==> src/rtl/fmwq_pkg.sv <==
// Shared types and default constants for the FM2151 host write queue.
package fmwq_pkg;

    localparam int unsigned FmwqDepthLog2 = 4;
    localparam int unsigned FmwqWrPulse   = 14;
    localparam int unsigned FmwqBusyWait  = 896;

    typedef enum logic [2:0] {
        StIdle,
        StAddr,
        StGap,
        StData,
        StWait
    } fmwq_state_e;

    // Queue entry: OPM register address in [15:8], register data in [7:0].
    typedef struct packed {
        logic [7:0] addr;
        logic [7:0] data;
    } fmwq_entry_t;

    function automatic int unsigned fmwq_cnt_width(int unsigned a, int unsigned b);
        return $clog2(((a > b) ? a : b) + 1);
    endfunction

endpackage

==> src/rtl/fmwq_fifo.sv <==
// Synchronous FIFO of address/data entries with a registered read port.
module fmwq_fifo
    import fmwq_pkg::*;
#(
    parameter int unsigned DepthLog2 = FmwqDepthLog2
) (
    input  logic               clk,
    input  logic               reset,
    input  logic               push,
    input  fmwq_entry_t        wr_data,
    input  logic               pop,
    output fmwq_entry_t        rd_data,
    output logic               full,
    output logic               empty,
    output logic [DepthLog2:0] level
);

    localparam int unsigned Depth = 1 << DepthLog2;
    localparam logic [DepthLog2:0]   LevelFull = (DepthLog2 + 1)'(Depth);
    localparam logic [DepthLog2:0]   LevelOne  = (DepthLog2 + 1)'(1);
    localparam logic [DepthLog2-1:0] PtrOne    = DepthLog2'(1);

    fmwq_entry_t          mem_q [Depth];
    fmwq_entry_t          rd_data_q;
    logic [DepthLog2-1:0] wr_ptr_q;
    logic [DepthLog2-1:0] rd_ptr_q;
    logic [DepthLog2:0]   level_q;
    logic                 do_push;
    logic                 do_pop;

    assign full    = (level_q == LevelFull);
    assign empty   = (level_q == '0);
    assign do_pop  = pop && !empty;
    // A full queue still accepts a push when the same edge frees a slot.
    assign do_push = push && (!full || do_pop);

    always_ff @(posedge clk) begin
        if (do_push) begin
            mem_q[wr_ptr_q] <= wr_data;
        end
    end

    always_ff @(posedge clk) begin
        if (reset) begin
            wr_ptr_q  <= '0;
            rd_ptr_q  <= '0;
            level_q   <= '0;
            rd_data_q <= '0;
        end else begin
            if (do_push) begin
                wr_ptr_q <= wr_ptr_q + PtrOne;
            end
            if (do_pop) begin
                rd_data_q <= mem_q[rd_ptr_q];
                rd_ptr_q  <= rd_ptr_q + PtrOne;
            end
            unique case ({do_push, do_pop})
                2'b10:   level_q <= level_q + LevelOne;
                2'b01:   level_q <= level_q - LevelOne;
                default: level_q <= level_q;
            endcase
        end
    end

    assign rd_data = rd_data_q;
    assign level   = level_q;

endmodule

==> src/rtl/fm_write_queue.sv <==
// Host write buffer that replays queued YM2151 writes into the OPM CPU port.
// Optional build macro FMWQ_BUSY_POLL_EN: end the post-write wait early on OPM not-busy.
module fm_write_queue
    import fmwq_pkg::*;
#(
    parameter int unsigned DEPTH_LOG2 = FmwqDepthLog2,
    parameter int unsigned WR_PULSE   = FmwqWrPulse,
    parameter int unsigned BUSY_WAIT  = FmwqBusyWait
) (
    input  logic                  clk,
    input  logic                  reset,
    input  logic [4:0]            slv_addr_i,
    input  logic [7:0]            slv_datawr_i,
    input  logic                  slv_datawr_valid,
    input  logic                  slv_req_i,
    input  logic                  slv_rwn_i,
    output logic [7:0]            slv_datard_o,
    output logic                  opm_cs_n,
    output logic                  opm_wr_n,
    output logic                  opm_a0,
    output logic [7:0]            opm_d,
    input  logic [7:0]            opm_status_i,
    output logic [DEPTH_LOG2:0]   fifo_level_o
);

    localparam int unsigned CntW = fmwq_cnt_width(BUSY_WAIT, WR_PULSE);
    localparam logic [CntW-1:0] PulseLoad = CntW'(WR_PULSE - 1);
    localparam logic [CntW-1:0] WaitLoad  = CntW'(BUSY_WAIT - 1);
    localparam logic [CntW-1:0] CntOne    = CntW'(1);

    logic        host_acc;
    logic        host_wr;
    logic        host_rd;
    logic        push;
    logic        pop;
    logic        full;
    logic        empty;
    logic        ovf_q;
    logic [7:0]  addr_hold_q;
    fmwq_entry_t wr_entry;
    fmwq_entry_t rd_entry;

    fmwq_state_e     state_q, state_d;
    logic [CntW-1:0] cnt_q, cnt_d;
    logic            wait_done;

    assign host_acc = slv_req_i & slv_datawr_valid;
    assign host_wr  = host_acc & ~slv_rwn_i;
    assign host_rd  = host_acc & slv_rwn_i;
    assign push     = host_wr & slv_addr_i[0];

    assign wr_entry.addr = addr_hold_q;
    assign wr_entry.data = slv_datawr_i;

    always_ff @(posedge clk) begin
        if (reset) begin
            addr_hold_q <= '0;
            ovf_q       <= 1'b0;
        end else begin
            if (host_wr && !slv_addr_i[0]) begin
                addr_hold_q <= slv_datawr_i;
            end
            // A dropped push outranks a simultaneous status read.
            if (push && full && !pop) begin
                ovf_q <= 1'b1;
            end else if (host_rd) begin
                ovf_q <= 1'b0;
            end
        end
    end

    assign slv_datard_o = {full, ovf_q, 4'b0000, opm_status_i[1:0]};

    fmwq_fifo #(
        .DepthLog2 (DEPTH_LOG2)
    ) u_fifo (
        .clk     (clk),
        .reset   (reset),
        .push    (push),
        .wr_data (wr_entry),
        .pop     (pop),
        .rd_data (rd_entry),
        .full    (full),
        .empty   (empty),
        .level   (fifo_level_o)
    );

`ifdef FMWQ_BUSY_POLL_EN
    // Counter value at which WAIT has lasted 2*WR_PULSE cycles; BUSY_WAIT remains the cap.
    localparam logic [CntW-1:0] PollOpen = CntW'(BUSY_WAIT - 2 * WR_PULSE);
    assign wait_done = (cnt_q == '0) || ((cnt_q <= PollOpen) && !opm_status_i[7]);

    logic unused_in;
    assign unused_in = ^{slv_addr_i[4:1], opm_status_i[6:2]};
`else
    assign wait_done = (cnt_q == '0);

    logic unused_in;
    assign unused_in = ^{slv_addr_i[4:1], opm_status_i[7:2]};
`endif

    always_ff @(posedge clk) begin
        if (reset) begin
            state_q <= StIdle;
            cnt_q   <= '0;
        end else begin
            state_q <= state_d;
            cnt_q   <= cnt_d;
        end
    end

    always_comb begin
        state_d = state_q;
        cnt_d   = cnt_q;
        pop     = 1'b0;
        unique case (state_q)
            StIdle: begin
                if (!empty) begin
                    pop     = 1'b1;
                    state_d = StAddr;
                    cnt_d   = PulseLoad;
                end
            end
            StAddr: begin
                if (cnt_q == '0) begin
                    state_d = StGap;
                    cnt_d   = PulseLoad;
                end else begin
                    cnt_d = cnt_q - CntOne;
                end
            end
            StGap: begin
                if (cnt_q == '0) begin
                    state_d = StData;
                    cnt_d   = PulseLoad;
                end else begin
                    cnt_d = cnt_q - CntOne;
                end
            end
            StData: begin
                if (cnt_q == '0) begin
                    state_d = StWait;
                    cnt_d   = WaitLoad;
                end else begin
                    cnt_d = cnt_q - CntOne;
                end
            end
            StWait: begin
                if (wait_done) begin
                    state_d = StIdle;
                end else begin
                    cnt_d = cnt_q - CntOne;
                end
            end
            default: state_d = StIdle;
        endcase
    end

    always_comb begin
        opm_cs_n = 1'b1;
        opm_wr_n = 1'b1;
        opm_a0   = 1'b0;
        opm_d    = '0;
        unique case (state_q)
            StAddr: begin
                opm_cs_n = 1'b0;
                opm_wr_n = 1'b0;
                opm_d    = rd_entry.addr;
            end
            StGap: begin
                opm_d = rd_entry.addr;
            end
            StData: begin
                opm_cs_n = 1'b0;
                opm_wr_n = 1'b0;
                opm_a0   = 1'b1;
                opm_d    = rd_entry.data;
            end
            StWait: begin
                opm_a0 = 1'b1;
                opm_d  = rd_entry.data;
            end
            default: begin
                opm_cs_n = 1'b1;
            end
        endcase
    end

endmodule

==> config.mk <==
export PLATFORM = sky130hd
export DESIGN_NAME = fm_write_queue
export DESIGN_NICKNAME = d
export VERILOG_FILES = /design/src/rtl/fmwq_pkg.sv /design/src/rtl/fmwq_fifo.sv /design/src/rtl/fm_write_queue.sv
export SDC_FILE = /design/constraint.sdc
export NUM_CORES = 1
export LEC_CHECK = 0
export BUFFER_PORTS_ARGS = -buffer_cell sky130_fd_sc_hd__buf_2
export CAP_MARGIN = 20
export CORE_MARGIN = 8
export CORE_UTILIZATION = 65
export CTS_CLUSTER_SIZE = 30
export DETAILED_ROUTE_END_ITERATION = 7
export PLACE_DENSITY = 0.83
export SYNTH_ARGS = -nofsm -noshare
export SYNTH_HDL_FRONTEND = slang
export SYNTH_HIERARCHICAL = 1
export SYNTH_SLANG_ARGS = --single-unit
==> constraint.sdc <==
create_clock -name clk -period 7.63 [get_ports clk]
set_clock_uncertainty 0.2 [all_clocks]
set_input_delay 0.763 -clock clk [delete_from_list [all_inputs] [get_ports clk]]
set_output_delay 0.763 -clock clk [all_outputs]
set_load 0.03 [all_outputs]
-- Word level (Yosys, flattened, before mapping)
Memories as Yosys holds them, arrays and structs flattened. A register that Yosys moved wholly into a read port is not among the register bits.
Index checks and enable logic that the tools add are counted.
- memory bits (writable): 256
- input port bits: 26
- word-level logic and storage cells: 73
- register bits: 35
- memories kept: 1
- output and inout bits: 24
- memory list (name ; words ; bits a word ; rd ports ; clocked after memory_dff ; wr ports ; RTL line ; text):
    u_fifo.mem_q ; 16 ; 16 ; 1 ; 1 ; 1 ; fmwq_fifo.sv:23 ; fmwq_entry_t mem_q [Depth];
- reductions and logical operators: 21
- mux-type cells: 21
- equality and inequality tests: 13
- add/subtract/negate cells: 5
- bitwise gates (word level): 5
- operators with widths (kind ; number):
    $mux W10 ; 4
    $pmux W10 S4 ; 1
    $pmux W8 S2 ; 1
    $mux W3 ; 5
    $pmux W3 S5 ; 1
    $ne A2 B2 Y1 const B ; 6
    $logic_not A10 Y1 ; 1
    $pmux W5 S2 ; 1
    $sub A10 B1 Y10 const B ; 1
    $add A4 B1 Y4 const B ; 2
    $mux W1 ; 8
    $eq A3 B2 Y1 const B ; 2
    $reduce_or A2 Y1 ; 3
    $add A5 B1 Y5 const B ; 1
    $eq A5 B5 Y1 const B ; 1
    $logic_and A1 B1 Y1 ; 5
    $logic_not A5 Y1 ; 1
    $reduce_and A5 Y1 ; 1
    $sub A5 B1 Y5 const B ; 1
    $and A1 B1 Y1 ; 4
    $logic_not A1 Y1 ; 4
    $reduce_bool A2 Y1 ; 2
    $reduce_bool A4 Y1 ; 1
    $eq A3 B1 Y1 const B ; 1
    other kinds (7) ; 7

-- Logic depth before layout (Yosys ltp)
- word-level depth: 8
- mapped depth: 14
- gate-level depth less buffers: 12

-- By module
The synthesis kept the hierarchy.
- modules (own cells, without submodules) (module ; times used ; area an instance (sq um) ; cells each):
    fmwq_fifo ; 1 ; 11258.3 ; 618
    fm_write_queue ; 1 ; 1589.0 ; 209

-- Worst setup path before layout
OpenSTA, ideal clock, no wires.
- kind: flip-flop to flip-flop
- start point: register u_fifo.level_q[0] (netlist: u_fifo/level[0])
- end point: register u_fifo.level_q[4] (netlist: u_fifo/level[4])
- required time: 7.335 ns
- stages on the path, launching flop included: 14
- library setup time: 0.095 ns
- path buffers: 2
- arrival: 3.508 ns
- slack: 3.827 ns
- path through: dfxtp_1 -> or4_1 -> buf_6 -> nor2_4 -> or3_1 -> inv_1 -> buf_2 -> a21boi_2 -> nand2b_1 -> fa_1 -> nand2b_1 -> a21oi_1 -> mux2_2 -> a221oi_1
- cells in the longest elaborated chain, start to end: 8
- ends and longest elaborated chain (item ; RTL line ; text):
    start: declaration ; fmwq_fifo.sv:27 ; logic [DepthLog2:0] level_q;
    start signal: assignment ; fmwq_fifo.sv:58 ; 2'b10: level_q <= level_q + LevelOne;
    start signal: assignment ; fmwq_fifo.sv:59 ; 2'b01: level_q <= level_q - LevelOne;
    start signal: assignment ; fmwq_fifo.sv:60 ; default: level_q <= level_q;
    $logic_not A5 Y1 (*) ; fmwq_fifo.sv:32 ; assign empty = (level_q == '0);
    named net empty ; fm_write_queue.sv:37 ; logic empty;
    $mux W1 (*) ; fm_write_queue.sv:118 ; if (!empty) begin
    $mux W1 (*) ; fm_write_queue.sv:116 ; unique case (state_q)
    named net pop ; fm_write_queue.sv:35 ; logic pop;
    $logic_and A1 B1 Y1 (*) ; fmwq_fifo.sv:33 ; assign do_pop = pop && !empty;
    $logic_or A1 B1 Y1 ; fmwq_fifo.sv:35 ; assign do_push = push && (!full || do_pop);
    $logic_and A1 B1 Y1 ; fmwq_fifo.sv:35 ;
    $eq A2 B1 Y1 / $eq A2 B2 Y1 (equally long branches) ; fmwq_fifo.sv:57 ; unique case ({do_push, do_pop})
    $pmux W5 S2 / $reduce_bool A2 Y1 (equally long branches) ; - ;
The timed path passes the listed nets; every way through them passes the cells marked *.
A chain may end at the register's enable or synchronous reset.

-- Worst setup path after layout
Ends and elaborated chain as after synthesis.

==> impl_summary.txt <==
----------------------------------------------------
[Critical path]
  Register-to-register setup slack ... 2970 ps
  WP data arrival ... 4920 ps
  Nature of the critical path endpoint ... flop
  Path type of the worst setup path ... reg -> reg
  Endpoint of the worst register-to-register path ... u_fifo/level[4]$_SDFFE_PP0P_
  Depth of the worst register-to-register path ... 11
  Element type at the critical path start ... flop
  Worst endpoint required time ... 7880 ps
  Launch point of the worst reg-to-reg path ... u_fifo/level[0]$_SDFFE_PP0P_
  Top fanout value on the critical path ... 19

[Global route]
  GRT Residual Overflow ... 0
  Global-route wire length before repair ... 41.5 mm
  Initial antenna violation count ... 0
  Pin count of the biggest net entering global routing ... 67
  Vias in the first global route ... 7427
  GRT Resource Usage Total ... 22.2%

[Clocking]
  Clock tree from TritonCTS ... built
  CTS Buf Count ... 29
  Root Buffer ... clkbuf_16
  Max Buffers Root-to-Sink ... 3
  Cts-stage hold buffer count ... 0
  Worst-skew pair later-pin latency ... 550 ps
  Number of instances resized during post-cts repair ... 0
  Clock input transition at the sequential cells of the worst setup and hold paths ... 60 ps
  H-tree level count ... 1
  Post-CTS Setup Repair Bufs ... 0
  Clk sinks ... 307

[Drt]
  Iteration count of the initial detailed-routing pass ... 5
  Count of nets left with antenna violations after detail routing ... 0
  DR iter-0 viols ... 616
  Via-per-instance ratio ... 6.43
  Routed wire length ... 27.0 mm
  Count of vias placed by the detailed router ... 7390
  Per-cell routed wire length ... 23.5 um
  DR DRC count ... 0

[Final layout]
  Final instance count without filler cells ... 1149
  Area taken by multi-input logic gates ... 0.00378 mm^2
  Most common cell after layout, fill and taps aside ... edfxtp_1
  Area grow syn2layout ... 10.4%
  Filler Cell Count ... 1176
  Post-route design area ... 0.0142 mm^2
  Fraction of final layout cells sized beyond drive strength 1 ... 19.5%
  Top library cells by usage in the layout, fill and taps aside ... edfxtp_1, mux2i_1, nor2_1
  Area of all sequential standard cells ... 0.00871 mm^2
  Antenna diode count ... 0
  # nets final ... 898

[Run status]
  Status ... finished, final reports clean

[Die]
  Die Width ... 157 um
  Number of core rows ... 51
  Core outline area ... 0.0195 mm^2
  Starting density of the core ... 66.0%
  Top-Level Pins ... 50
  Area of the die ... 0.0245 mm^2
  Die extent in y ... 157 um

[Timing]
  Tightest hold margin ... 299 ps
  Setup-failing EPs final ... 0
  Count of final max-slew check failures ... 0
  Unrepaired setup endpoints after global routing ... no
  Transition time at the pin with the least slew margin ... 1100 ps
  Slew headroom ... 26.8%
  Highest clock frequency the design can meet ... 214 MHz
  Setup TNS Final ... 0 ps
  Final period util ... 61.1%
  Minimum clock period after layout ... 4660 ps
  Final hold violation count ... 0

[Placed design]
  Placed wire-length estimate ... 16.0 mm
  IO Port Bufs ... 31
  Dpl cell area ... 0.0132 mm^2
  Placer's final routability congestion estimate ... 0.802
  Instance count after placement with tap cells included ... 1094

[Yosys]
  Most used flip-flop cell after synthesis ... edfxtp_1
  Count of flip-flops with a built-in enable after synthesis ... 256
  Mean instance size in the synthesized netlist ... 15.5 um^2
  Portion of the post-synthesis area used by sequential elements ... 67.8%
  Instance count of the mapped netlist ... 827
  Warnings from Yosys ... 6
  Synth Register Bits ... 307
  Number of unique standard cell types used by synthesis ... 73
  Mapped Area ... 0.0128 mm^2
  Post-synthesis async set-or-reset flop share ... 0%

[Worst hold path]
  Worst-case hold path end point ... ovf_q$_SDFFE_PP0P_
  Number of cells on the worst hold path ... 2
  Critical hold path startpoint ... ovf_q$_SDFFE_PP0P_
  Type of the worst min-delay path ... reg -> reg

[Power and ir drop]
  Sequential group share of total power ... 50.2%
  Pwr dens ... 265 mW/mm^2
  Share of total power in combinational logic ... 12.6%
  Sw Pwr ... 945 uW
  Worst voltage drop across the vdd grid ... 220 uV
  Clock share of power ... 37.2%
  Internal cell power ... 2.81 mW
  Switching share of power ... 25.2%
  Leakage power ... 4.58 nW
  Total Power ... 3.75 mW

[Flow run]
  Max-capacitance violation count ... 0

----------------------------------------------------
## power by group through the flow
| stage | combinational (mW) | clock [mW] | sequential, mW |
|---|---|---|---|
| finish | 0.472 | 1.40 | 1.89 |
| global route | 0.521 | 1.49 | 1.89 |
| CTS | 0.470 | 1.42 | 1.88 |
| detailed placement | 0.466 | 0 | 1.92 |
| global placement | 0.437 | 0 | 1.92 |
| floorplan | 0.385 | 0 | 1.90 |
## cells in the mapped netlist, types with 2 or more instances
cell type    n  area share, %
mux2_4       3           0.35
nor4_2       8           0.78
nor2b_1      5           0.24
a311oi_1     3           0.20
mux4_2      32            5.6
and3_1       2          0.097
or4_1        2           0.12
nor3_1      22           0.86
xor2_1       5           0.34
o22ai_1     33            1.6
nor3b_1      2           0.12
mux2i_1     83            6.5
edfxtp_1   256             60
a211oi_1     2           0.12
dfxtp_1     51            7.9
nor4_1      13           0.63
a31oi_1      8           0.39
buf_2       11           0.43
buf_6        8           0.70
clkbuf_1    24           0.70
buf_4       11           0.64
a22o_1      16            1.1
nor4b_1      2           0.14
o211ai_1     4           0.23
nand2b_1    11           0.54
a21o_1       2           0.12
o21ai_0     10           0.39
nor2_1      70            2.0
a21oi_1     16           0.62
nor3_2       9           0.70
ha_1        10           0.97
or3_1        4           0.19
nand3_1      7           0.27
xnor2_1      3           0.20
o21ai_1      2          0.078
nand4_1      3           0.15
o221ai_1     2           0.14
inv_1       14           0.41
nand2_1     24           0.70
## metal layers
layer	vias up	track usage [%]	part of all wire (%)
met3	66	4.83	9.0
met1	3694	28.3	39
met2	339	37.0	49
met5	-	0	0
li1	3291	-	-
met4	0	8.01	2.9
## flip-flops by register name, indices dropped and copies added (netlist names)
signal / count
u_fifo/rd_data: 16
ovf_q: 1
state_q: 3
u_fifo/level: 5
u_fifo/wr_ptr_q: 4
cnt_q: 10
u_fifo/rd_ptr_q: 4
addr_hold_q: 8
u_fifo/mem_q: 256
## cell type report
cell class / instances / area share [%]
Timing Repair Buffer: 56 / 2.44
Multi-Input combinational cell: 451 / 26.7
Clock inverter: 11 / 0.723
Tap cell: 265 / 2.34
Inverter: 16 / 0.423
Clock buffer: 43 / 5.98
Sequential cell: 307 / 61.4
## how the worst max path moves through the flow
stage,from,to,slack (ps),cells past startpoint
6_report,u_fifo/level[0]$_SDFFE_PP0P_,u_fifo/level[4]$_SDFFE_PP0P_,2970,11
3_5_place_dp,u_fifo/level[1]$_SDFFE_PP0P_,u_fifo/level[4]$_SDFFE_PP0P_,3060,11
5_1_grt,u_fifo/level[0]$_SDFFE_PP0P_,u_fifo/level[4]$_SDFFE_PP0P_,2620,11
4_1_cts,u_fifo/level[0]$_SDFFE_PP0P_,u_fifo/level[4]$_SDFFE_PP0P_,2970,11
3_3_place_gp,u_fifo/level[0]$_SDFFE_PP0P_,u_fifo/level[4]$_SDFFE_PP0P_,3190,11
2_1_floorplan,u_fifo/level[0]$_SDFFE_PP0P_,u_fifo/level[4]$_SDFFE_PP0P_,3830,13
## logic make-up (layout without fill, tap and decap cells)
group | count (synthesis) | in the layout | synth area share [%]
multiplexers | 120 | 120 | 12.7
flip-flops | 307 | 307 | 67.8
other | 1 | 4 | 0.0292
buffers and inverters | 72 | 126 | 3.01
AO/OA/AOI/OAI | 116 | 116 | 6.67
XOR/XNOR | 8 | 8 | 0.545
adder cells (fa/ha/maj) | 11 | 11 | 1.13
AND/OR/NAND/NOR | 192 | 192 | 8.14
## stage by stage
| step | worst slack [ps] | util (%) |
|---|---|---|
| floorplan | 3830 | - |
| detailed placement | 3060 | 67.9 |
| global placement | 3190 | 67.9 |
| global route | 2620 | 72.9 |
| CTS | 2970 | 72.8 |
| finish | 2970 | 72.9 |
## worst max-delay path, stage by stage, from the launching register on
cell and delay, ps:
dfxtp_1 410, or4_1 540, nor2_4 110, or3_1 450
inv_1 350, a21boi_2 730, nand2b_1 180, fa_1 450
nand2b_1 170, a21oi_1 340, mux2_2 390, a221oi_1 250
No activity file was read; power rests on OpenSTA's default activity.
